$ cat config.mk
export PLATFORM = sky130hd
export DESIGN_NAME = fpu_issue
export DESIGN_NICKNAME = d
export VERILOG_FILES = /design/src/rtl/fpu_issue.sv
export SDC_FILE = /design/constraint.sdc
export NUM_CORES = 1
export LEC_CHECK = 0
export ABC_AREA = 1
export CELL_PAD_IN_SITES_DETAIL_PLACEMENT = 1
export CELL_PAD_IN_SITES_GLOBAL_PLACEMENT = 2
export CORE_MARGIN = 3
export CORE_UTILIZATION = 24
export DETAILED_ROUTE_END_ITERATION = 6
export PLACE_DENSITY_LB_ADDON = 0.1
export REMOVE_ABC_BUFFERS = 1
export SLEW_MARGIN = 20
export SYNTH_ARGS = -nofsm -noshare
export SYNTH_HDL_FRONTEND = slang
export SYNTH_SLANG_ARGS = --single-unit
export TNS_END_PERCENT = 20
$ cat constraint.sdc
create_clock -name clk -period 2 [get_ports clk]
set_input_delay 0.2 -clock clk [delete_from_list [all_inputs] [get_ports clk]]
set_output_delay 0.2 -clock clk [all_outputs]
set_load 0.05 [all_outputs]
$ cat src/rtl/fpu_issue.sv
// Single-outstanding issue stage between the core and a multi-cycle FPU.
// Illegal ops and FPU timeouts answer with an error response and bump err_count.
module fpu_issue #(
    parameter int unsigned TIMEOUT = 15
) (
    input  logic        clk,
    input  logic        rstn,
    input  logic        req_valid,
    output logic        req_ready,
    input  logic [3:0]  req_op,
    input  logic [31:0] req_a,
    input  logic [31:0] req_b,
    input  logic [4:0]  req_tag,
    output logic [3:0]  fpu_ctl,
    output logic [31:0] fpu_x1,
    output logic [31:0] fpu_x2,
    output logic        fpu_en,
    input  logic        fpu_ready,
    input  logic [31:0] fpu_y,
    output logic        rsp_valid,
    input  logic        rsp_ready,
    output logic [31:0] rsp_data,
    output logic [4:0]  rsp_tag,
    output logic        rsp_err,
    output logic        busy,
    output logic [7:0]  err_count
);

    typedef enum logic [1:0] {
        IDLE  = 2'd0,
        ISSUE = 2'd1,
        WAIT  = 2'd2,
        RESP  = 2'd3
    } state_t;

    state_t     state;
    state_t     state_nx;
    logic [7:0] wait_cnt;
    logic       op_legal;
    logic       req_fire;
    logic       rsp_fire;
    logic       wait_last;

    assign op_legal  = (req_op <= 4'd5) || ((req_op >= 4'd9) && (req_op <= 4'd12));
    // Gated by rstn so the core sees no ready while reset is held.
    assign req_ready = (state == IDLE) && rstn;
    assign req_fire  = req_valid && req_ready;
    assign rsp_valid = (state == RESP);
    assign rsp_fire  = rsp_valid && rsp_ready;
    assign busy      = (state != IDLE);
    assign wait_last = (wait_cnt == 8'(TIMEOUT - 1));

    always_ff @(posedge clk or negedge rstn) begin
        if (!rstn) begin
            state <= IDLE;
        end else begin
            state <= state_nx;
        end
    end

    always_comb begin
        state_nx = state;
        unique case (state)
            IDLE: begin
                if (req_fire) begin
                    state_nx = op_legal ? ISSUE : RESP;
                end
            end
            ISSUE: begin
                state_nx = WAIT;
            end
            WAIT: begin
                if (fpu_ready || wait_last) begin
                    state_nx = RESP;
                end
            end
            RESP: begin
                if (rsp_ready) begin
                    state_nx = IDLE;
                end
            end
            default: begin
                state_nx = IDLE;
            end
        endcase
    end

    always_ff @(posedge clk or negedge rstn) begin
        if (!rstn) begin
            fpu_en    <= 1'b0;
            fpu_ctl   <= '0;
            fpu_x1    <= '0;
            fpu_x2    <= '0;
            rsp_data  <= '0;
            rsp_tag   <= '0;
            rsp_err   <= 1'b0;
            wait_cnt  <= '0;
            err_count <= '0;
        end else begin
            fpu_en <= 1'b0;
            unique case (state)
                IDLE: begin
                    if (req_fire) begin
                        rsp_tag <= req_tag;
                        if (op_legal) begin
                            fpu_ctl <= req_op;
                            fpu_x1  <= req_a;
                            fpu_x2  <= req_b;
                            fpu_en  <= 1'b1;
                        end else begin
                            rsp_data <= '0;
                            rsp_err  <= 1'b1;
                        end
                    end
                end
                ISSUE: begin
                    wait_cnt <= '0;
                end
                WAIT: begin
                    // A completion on the final wait cycle takes priority over the timeout.
                    if (fpu_ready) begin
                        rsp_data <= fpu_y;
                        rsp_err  <= 1'b0;
                    end else if (wait_last) begin
                        rsp_data <= '0;
                        rsp_err  <= 1'b1;
                    end else begin
                        wait_cnt <= wait_cnt + 8'd1;
                    end
                end
                RESP: begin
                    if (rsp_fire && rsp_err && (err_count != 8'hFF)) begin
                        err_count <= err_count + 8'd1;
                    end
                end
                default: begin
                    fpu_en <= 1'b0;
                end
            endcase
        end
    end

endmodule

==> tab_implementation.tex <==
\begin{tabular}{lr}
\hline
Metric & Value \\
\hline
\multicolumn{2}{l}{\textbf{Run status}} \\
\quad Result of the run & completed \\
\multicolumn{2}{l}{\textbf{Yosys}} \\
\quad Dominant combinational cell family by area after synthesis & simple AND/OR/NAND/NOR gates \\
\quad Post-Syn Area per Cell & between 8 and 9 um\^{}2 \\
\quad Synthesized flop and latch total & 125 \\
\quad Cell types with the highest counts after synthesis & 331 x nand2\_1, 125 x dfrtp\_1, 51 x inv\_1 \\
\quad Compound-cell area share of the yosys netlist & 1.81\% \\
\quad Count leader, synth & nand2\_1 \\
\quad Cells taking the most area after synthesis & dfrtp\_1 57\%, nand2\_1 22\%, nand3\_1 4.3\% \\
\quad Xor and xnor area share after synthesis & 1.11\% \\
\quad Multiplexer share of the synthesized area & 0\% \\
\quad Simple-gate share of the synthesized area & 31.8\% \\
\quad Async SR Flop Fraction & 100\% \\
\quad Summed instance area of the synthesized netlist & around 5500 um\^{}2 \\
\quad Count of flip-flops with a built-in enable after synthesis & 0 \\
\quad Syn. warnings & 0 \\
\quad Dominant cell type by area after synthesis & dfrtp\_1 \\
\quad Adder-cell area share of the yosys netlist & 1.81\% \\
\quad Share of synthesized area occupied by flip-flops and latches & 56.6\% \\
\quad Portion of synthesized cell area occupied by the leading cell type & between 50\% and 60\% \\
\quad Distinct cells, synth & 28 \\
\quad Count of mapped cells out of synthesis & between 600 and 700 \\
\quad Top\_reg\_cell synth & dfrtp\_1 \\
\multicolumn{2}{l}{\textbf{Finish}} \\
\quad Fraction of final layout cells sized beyond drive strength 1 & 6.72\% \\
\quad Post-layout util & between 30\% and 40\% \\
\quad Number of inserted filler cells in the final layout & 2548 \\
\quad Final Instance Area & 8820 um\^{}2 \\
\quad Final nets & approximately 1000 \\
\quad Area overhead of the layout relative to synthesis & 59.7\% \\
\quad Post-route insts no fill & between 1000 and 1500 \\
\multicolumn{2}{l}{\textbf{Critical path}} \\
\quad Endpoint arrival time on the critical path & 1.70 ns \\
\quad Crit Path Max Fanout & 5 \\
\quad Chain of cells forming the critical path & clkdlybuf4s50\_1 \\
\quad Kind of cell with the highest combined delay on the critical path & buffers and inverters \\
\quad Max stage delay cell, worst path & clkdlybuf4s50\_1 \\
\quad CP Launch Type & flip-flop \\
\quad Endpoint type of the worst setup path & output pin \\
\quad Critical path buffers and inverters & 1 \\
\quad Req. time, crit path & 1.80 ns \\
\quad Crit Path Class & flip-flop to output pin \\
\quad Largest stage delay on the critical path & 0.85 ns \\
\multicolumn{2}{l}{\textbf{Clock tree}} \\
\quad Root Buffer Master & clkbuf\_16 \\
\quad TritonCTS buffer count & 17 \\
\quad Clock slew seen by the registers of the worst setup and hold paths & roughly 0.060 ns \\
\quad CTS sink cnt & 125 \\
\quad Clock latency reported for the late side of the worst-skew pair & roughly 0.42 ns \\
\quad TritonCTS clock tree & done \\
\quad H-tree depth & 4 \\
\quad Worst-case clock buffer depth & 2 \\
\multicolumn{2}{l}{\textbf{STA}} \\
\quad Final setup skew & 0.0118 ns \\
\quad Final Critical Period & about 1.9 ns \\
\quad Pins Over Slew Limit & 0 \\
\quad Unrepaired setup endpoints after global routing & yes \\
\quad Slew Limit Headroom & 54.2\% \\
\quad Highest attainable clock frequency & 528 MHz \\
\quad Post-route fraction of the period consumed by the critical path & between 90\% and 100\% \\
\quad TNS Setup & 0 ns \\
\quad Final Hold Viols & 0 \\
\quad Final setup violating endpoints & 0 \\
\quad Final worst slack & 0.105 ns \\
\quad Slew at the pin closest to its max-slew limit & 0.688 ns \\
\multicolumn{2}{l}{\textbf{Floorplan}} \\
\quad Die Footprint & 24900 um\^{}2 \\
\quad Boundary Pins & 228 \\
\quad Floorplan die width & 158 um \\
\quad Core Rows & 54 \\
\quad Area of the core region & 22200 um\^{}2 \\
\quad Height of the chip & 158 um \\
\quad Starting Density & 24.8\% \\
\multicolumn{2}{l}{\textbf{Power and ir drop}} \\
\quad Clock network fraction of design power & 19.3\% \\
\quad Part of the total power dissipated in sequential elements & between 20 and 30\% \\
\quad Switching share of power & 48.4\% \\
\quad Power density relative to cell area & 1930 nW/um\^{}2 \\
\quad Maximum vdd drop & 0.000663 V \\
\quad Leak pwr & 0.00442 uW \\
\quad Psw & 8230 uW \\
\quad Combinational share of power & 54.9\% \\
\quad Internal Dissipation & 8780 uW \\
\multicolumn{2}{l}{\textbf{Route}} \\
\quad Router iterations before antenna repair & 4 \\
\quad \# DRC & 0 \\
\quad Vias per cell & 4.26 \\
\quad Total vias in the final route & 5124 \\
\quad Routed WL & roughly 19 mm \\
\quad DRT iter0 DRCs & 183 \\
\quad Average wire length per cell after detail routing & 15.6 um \\
\quad Number of nets with antenna violations after routing & 0 \\
\multicolumn{2}{l}{\textbf{Placement}} \\
\quad Number of cells after detailed placement & around 1200 \\
\quad Weighted congestion at the end of routability-driven global placement & 0.764 \\
\quad Total half-perimeter wirelength after legalization and detailed placement & 13.3 mm \\
\quad IO Port Bufs & 227 \\
\quad Pre-CTS WS & 0.000322 ns \\
\quad Placement-stage cell area & about 8000 um\^{}2 \\
\multicolumn{2}{l}{\textbf{Global routing}} \\
\quad Vias in the first global route & 5505 \\
\quad Total gr overflow & 0 \\
\quad Maximum number of pins on one net before global-route repair & 126 \\
\quad Number of antenna violations at the first check in global routing & 0 \\
\quad Wire length of the first global-routing pass & just under 30 mm \\
\quad Global-route total usage across every layer & around 15\% \\
\multicolumn{2}{l}{\textbf{Job}} \\
\quad Max-capacitance violation count & 0 \\
\multicolumn{2}{l}{\textbf{Min path}} \\
\quad Min-Delay Path Class & primary input to flip-flop \\
\hline
\end{tabular}
[registers in the layout, summed over array words and instances, names as in the netlist]
name / cells
err_count: 8
fpu_ctl: 4
fpu_en: 1
fpu_x1: 32
fpu_x2: 32
rsp_data: 32
rsp_err: 1
rsp_tag: 5
state: 2
wait_cnt: 8
[logic make-up (layout without fill, tap and decap cells)]
| logic type | count (synthesis) | in the layout |
|---|---|---|
| and+or+nand+nor | 435 | 435 |
| DFF | 125 | 125 |
| buffers and inverters | 83 | 329 |
| AOI/OAI and AO/OA | 19 | 19 |
| adders and majority gates | 8 | 8 |
| xor gates and xnor gates | 7 | 7 |
| other | 0 | 1 |
[per-stage QoR]
stage          hold WS [ns]  total power [uW]
3_5_place_dp          0.402             13800
5_1_grt               0.298             18000
3_3_place_gp          0.401             13700
2_1_floorplan       -0.0956             10000
6_report              0.320             17000
4_1_cts               0.296             17200
[layer usage]
| layer | global-route usage (%) | up-vias | share of wire [%] |
|---|---|---|---|
| li1 | - | 2519 | - |
| met1 | 18.8 | 2442 | 43 |
| met2 | 24.9 | 139 | 49 |
| met3 | 4.98 | 24 | 5.9 |
| met4 | 5.21 | 0 | 2.2 |
| met5 | 0 | - | 0 |
[layout make-up]
type                    instances  area, um^2  share of cell area (%)
inverters                      56         211                    2.40
clock buffers                  19         453                    5.14
multi-input cells             469        2030                    23.0
repair buffers                243        2480                    28.1
flip-flops and latches        125        3130                    35.5
diodes                          1        2.50                  0.0284
well taps                     280         350                    3.97
clock inverters                11         168                    1.90
[final timing paths]
path | slack, ns | end | depth (start not counted) | startpoint
max | 0.10 | err_count[2] | 1 | err_count[2]$_DFFE_PN0P_
min | 0.32 | fpu_x2[9]$_DFFE_PN0P_ | 3 | req_b[9]
max reg2reg | 0.15 | fpu_x2[25]$_DFFE_PN0P_ | 12 | state[0]$_DFFE_PN0P_
min reg2reg | 0.47 | rsp_data[22]$_DFFE_PN0P_ | 2 | rsp_data[22]$_DFFE_PN0P_
max in group asynchronous | 0.98 | fpu_x1[13]$_DFFE_PN0P_ | 3 | rstn
min in group asynchronous | 0.55 | rsp_err$_DFFE_PN0P_ | 3 | rstn
[placed cells by master (no fill, tap or decap), types with 2 or more instances in the layout]
master / synthesis / layout
nand2_1: 331 / 331
clkdlybuf4s50_1: 0 / 223
dfrtp_1: 125 / 125
inv_1: 51 / 51
nand3_1: 47 / 47
nor2_1: 44 / 44
clkbuf_16: 0 / 17
o21ai_0: 14 / 14
buf_4: 9 / 10
ha_1: 8 / 8
buf_12: 0 / 7
clkinv_2: 1 / 4
xor2_1: 4 / 4
bufinv_16: 0 / 4
inv_2: 3 / 3
xnor2_1: 3 / 3
o21ai_1: 2 / 2
nand2_4: 3 / 2
nor3_1: 2 / 2
o21bai_1: 2 / 2
or2_2: 2 / 2
clkinvlp_4: 0 / 2
clkinv_4: 0 / 2
clkbuf_8: 0 / 2
buf_6: 3 / 2
[power by group through the flow]
| stage | combinational (uW) | clock [uW] | sequential [uW] |
|---|---|---|---|
| after floorplan | 1850 | 0 | 8190 |
| after global routing | 9930 | 3500 | 4530 |
| after detailed placement | 9400 | 0 | 4400 |
| after global placement | 9270 | 0 | 4380 |
| after CTS | 9460 | 3390 | 4400 |
| final | 9340 | 3280 | 4390 |
[timing repair]
item	in CTS	in global routing
setup buffers	0	1
resized for setup	1	1
setup endpoints to repair	1	45
pin swaps	0	1
hold buffers	1	0
hold endpoints to repair	125	0
Power figures use the tool's default switching activity.
==> variant 1, RTL diff (config.mk and constraints unchanged) <==
Reset style: synchronous (`rstn`), changed in 2 clocked blocks.
--- a/src/rtl/fpu_issue.sv
+++ b/src/rtl/fpu_issue.sv
@@ -51,5 +51,5 @@
     assign wait_last = (wait_cnt == 8'(TIMEOUT - 1));
 
-    always_ff @(posedge clk or negedge rstn) begin
+    always_ff @(posedge clk) begin
         if (!rstn) begin
             state <= IDLE;
@@ -86,5 +86,5 @@
     end
 
-    always_ff @(posedge clk or negedge rstn) begin
+    always_ff @(posedge clk) begin
         if (!rstn) begin
             fpu_en    <= 1'b0;
Function: differs if rstn is asserted again (counterexample within 4 cycles, from zero or initial values and one cycle with rstn low); with rstn held inactive, the same outputs for 4 cycles.
==> variant 1 against the unedited design <==
Routed wire length down 0.43%. Count of clock-buffer cells in the layout down 1. Design area down 5.4%. Sequential power down 23%. Clock power down 3%. Area after synthesis down 7.4%. Critical path type unchanged. Largest power group unchanged. Sequential cell count unchanged. Non-clock buffer count up 1. Setup slack better by 33 ps. Power down 28%. Clock skew down 2.3 ps. Die area down 7.2%.
==> variant 1: results <==
export IMPL_p_leak_nw=3.253
export IMPL_cts_setup_buffers=0
export IMPL_firstDrtPassIters=4
export IMPL_hpwlAfterDp_microns=13600
export IMPL_layout_cells_non_filler=1218
export IMPL_cts_htree_levels=4
export IMPL_grt_pass1_vias=5756
export IMPL_max_slew_margin=0.5680
export IMPL_run_status="complete, no violations"
export IMPL_synth_flop_cell="dfxtp_1"
export IMPL_grt_max_degree=116
export IMPL_place_area_sq_um=7734
export IMPL_ys_seq_area_frac=0.4895
export IMPL_antenna_cells=0
export IMPL_ctsResizeCount=0
export IMPL_drive_gt1_frac=0.07278
export IMPL_gp_congestion=0.7785
export IMPL_synthAdderAreaFrac=0.01958
export IMPL_grt_total_usage=0.1622
export IMPL_synth_xor_xnor_area_share=0.006853
export IMPL_routed_wl_microns=18700
export IMPL_drt_vias_per_instance=4.387
export IMPL_yosysWarningCount=0
export IMPL_numCtsBuffers=17
export IMPL_synth_most_common_cell="nor2_1"
export IMPL_nNetsFinal=1053
export IMPL_top_regs="fpu_x1 (32), fpu_x2 (32), rsp_data (32)"
export IMPL_hp_class="primary input to flop"
export IMPL_path_clk_slew_ps=60
export IMPL_synth_async_reset_ratio=0
export IMPL_ys_top_cells_by_area="dfxtp_1, nor2_1, nand2_1, o21ai_0, nand3_1"
export IMPL_cpPeakStageDelay_ps=840
export IMPL_synth_distinct_cells=29
export IMPL_syn_inst=713
export IMPL_drt_iter0_drc=141
export IMPL_finClkSkew_ps=9.551
export IMPL_synth_common_cells="nor2_1, dfxtp_1, nand2_1"
export IMPL_peakVddDrop_uv=622.1
export IMPL_synth_compound_area_frac=0.09765
export IMPL_syn_area_sq_um=5112
export IMPL_grt_pass1_wl_microns=30390
export IMPL_crit_slowest_cell="clkdlybuf4s50_1"
variant 1: layout make-up:
cell class / count / area (sq um)
inverter: 30 / 113.9
multi-input combinational: 517 / 2281
sequential: 125 / 2502
fill: 2518 / 12220
timing repair buffer: 244 / 2500
tap: 270 / 337.8
clock inverter: 14 / 168.9
clock buffer: 18 / 439.2
variant 1: metal layers:
layer | wire, microns | global-route usage
met1 | 8067 | 0.1867
met2 | 8669 | 0.2655
met3 | 1777 | 0.08220
met4 | 187 | 0.04709
met5 | 0 | 0
variant 1: through the flow:
step / setup WS (ps) / utilization / power (mW) / setup TNS, ps
floorplan: -905.0 / - / 6.900 / -64220
global placement: 166.8 / 0.3762 / 9.099 / 0
detailed placement: 127.1 / 0.3762 / 9.193 / 0
CTS: 99.72 / 0.4057 / 12.45 / 0
global route: 19.87 / 0.4058 / 12.99 / 0
finish: 137.7 / 0.4058 / 12.24 / 0
variant 1: final timing paths:
kind | cells past startpoint | to | from | slack (ps)
setup / recovery | 1 | err_count[6] | err_count[6] | 140
hold / removal | 3 | rsp_tag[1] | req_tag[1] | 350
setup reg to reg | 11 | rsp_data[16] | state[0] | 180
hold reg to reg | 2 | fpu_x2[10] | fpu_x2[10] | 480
variant 1: kinds of logic (layout without fill, tap and decap cells):
family | Yosys count | count (layout)
fa+ha+maj | 8 | 8
simple gates | 407 | 407
compound gates | 98 | 98
xor+xnor | 4 | 4
flops | 125 | 125
buf+inv | 71 | 306
variant 1: worst reg2reg max path: cells and delay by family, from the launching register on:
family / cells / cell delay [ps]
buf+inv: 5 / 630
fa+ha+maj: 1 / 240
simple gates: 5 / 510
flops: 1 / 380
variant 1: power by group:
part	switching, mW	internal (mW)	total, mW
sequential	0.315	3.07	3.39
combinational	3.73	1.96	5.68
clock	1.17	1.99	3.17
total	5.22	7.02	12.2
==> variant 2, RTL diff (config.mk and constraints unchanged) <==
Made on the original files. The parameter `TIMEOUT` goes from 15 to 14.
--- a/src/rtl/fpu_issue.sv
+++ b/src/rtl/fpu_issue.sv
@@ -2,5 +2,5 @@
 // Illegal ops and FPU timeouts answer with an error response and bump err_count.
 module fpu_issue #(
-    parameter int unsigned TIMEOUT = 15
+    parameter int unsigned TIMEOUT = 14
 ) (
     input  logic        clk,
Formal check against the unedited RTL: same outputs for any inputs over 4 cycles, from zero or initial values and one cycle with rstn low; that may be too few to reach the edited logic, so the function may still have changed.
==> variant 2 against the unedited design <==
Setup slack got worse by 2.7 ps. Register-to-register slack is essentially flat. Area after synthesis down 0.25%. Routed wire length rose by 4.8%. Via count grew 2.2%. Maximum frequency is 0.14% lower. Power increased by 2.3%. Design area is 0.89% higher. Sequential power increased by 0.9%. First-iteration DRC count grew 3.3%. Sequential cell count is the same. Sequential share of layout area down 0.31 points. Clock power decreased by 2%. Critical path type unchanged. Largest cell class unchanged.
==> variant 2: results <==
export IMPL_numCtsBuffers=17
export IMPL_grt_pass1_vias=5502
export IMPL_grt_pass1_wl_microns=29280
export IMPL_cpPeakStageDelay_ps=860
export IMPL_use_met2=0.2586
export IMPL_fillers=2582
export IMPL_grt_max_degree=126
export IMPL_drt_vias_per_instance=4.345
export IMPL_finClkSkew_ps=8.422
export IMPL_whs_ps=313.9
export IMPL_met1_usage=0.1776
export IMPL_grt_total_usage=0.1521
export IMPL_antenna_cells=0
export IMPL_run_status="complete, no violations"
export IMPL_hpwlAfterDp_microns=13370
export IMPL_wl_per_cell_microns=16.34
export IMPL_tightest_slew_ps=715.1
export IMPL_p_leak_nw=4.419
export IMPL_drive_gt1_frac=0.07676
export IMPL_ys_top_cells_by_area="dfrtp_1, nand2_1, nand3_1, inv_1, nor2_1"
export IMPL_peakVddDrop_uv=687.2
export IMPL_hp_start="req_a[24]"
export IMPL_gp_congestion=0.7335
export IMPL_synth_common_cells="nand2_1, dfrtp_1, inv_1"
export IMPL_clock_latency_ps=420
export IMPL_use_met3=0.06021
export IMPL_hold_path_end="fpu_x1[24]"
export IMPL_yosysTopAreaCellShare=0.5678
## variant 2: cell types whose count changed after synthesis, moves of 2 or more
cell      unedited run  this run
buf_6                3         8
o21ai_0             14        10
buf_4                9         0
inv_2                3         7
nand2_2              1         3
nand2_4              3         1
clkbuf_1             8        10
nand2_1            331       327
## variant 2: repair_timing
action	in CTS	in global routing
setup buffers	0	2
hold buffers	1	0
endpoints found under the setup margin	0	75
hold endpoints to repair	37	0
resized for setup	0	9
## variant 2: how the worst max path moves through the flow
stage / depth (start not counted) / start / end / slack, ps
after floorplan: 10 / state[0] / fpu_ctl[0] / -710
after global placement: 11 / state[0] / rsp_data[10] / 130
after detailed placement: 11 / state[1] / rsp_data[25] / 30
after CTS: 11 / state[1] / rsp_data[25] / 10
after global routing: 12 / state[0] / rsp_data[29] / -0.3
final: 1 / err_count[2] / err_count[2] / 100
## variant 2: area by class of cell
class                      instances  share of cell area
sequential                       125              0.3516
clock inverter                    12             0.01828
clock buffer                      20             0.05020
multi-input combinational        468              0.2298
inverter                          57             0.02433
timing repair buffer             243              0.2865
tap                              280             0.03938
## variant 2: kinds of logic (layout without fill, tap and decap cells)
logic type | Yosys count | count (layout) | synth area share
buf+inv | 83 | 332 | 0.06927
xor+xnor | 7 | 7 | 0.01113
compound gates | 18 | 18 | 0.01749
fa+ha+maj | 8 | 8 | 0.01817
flops | 125 | 125 | 0.5678
simple gates | 433 | 435 | 0.3161
## variant 2: routing by layer
layer,routed length (microns),up-vias
li1,-,2525
met3,1408,21
met4,310,0
met2,9870,134
met1,8101,2556
met5,0,-
## variant 2: per-stage QoR
stage          setup TNS, ps  cell area, sq um  worst slack (ps)  instances
2_1_floorplan         -56670              5341            -712.4        648
3_3_place_gp               0              8117             126.6       1165
3_5_place_dp               0              8117             34.69       1165
4_1_cts                    0              8736             13.94       1198
5_1_grt              -0.3053              8897           -0.3053       1205
6_report                   0              8897             101.8       1205
## variant 2: power by group
group	leakage (nW)	switching [mW]	total [mW]	internal (mW)
clock	0.279	1.22	3.23	2.00
combinational	2.52	6.56	9.75	3.19
sequential	1.62	0.744	4.43	3.68
total	4.42	8.53	17.4	8.87
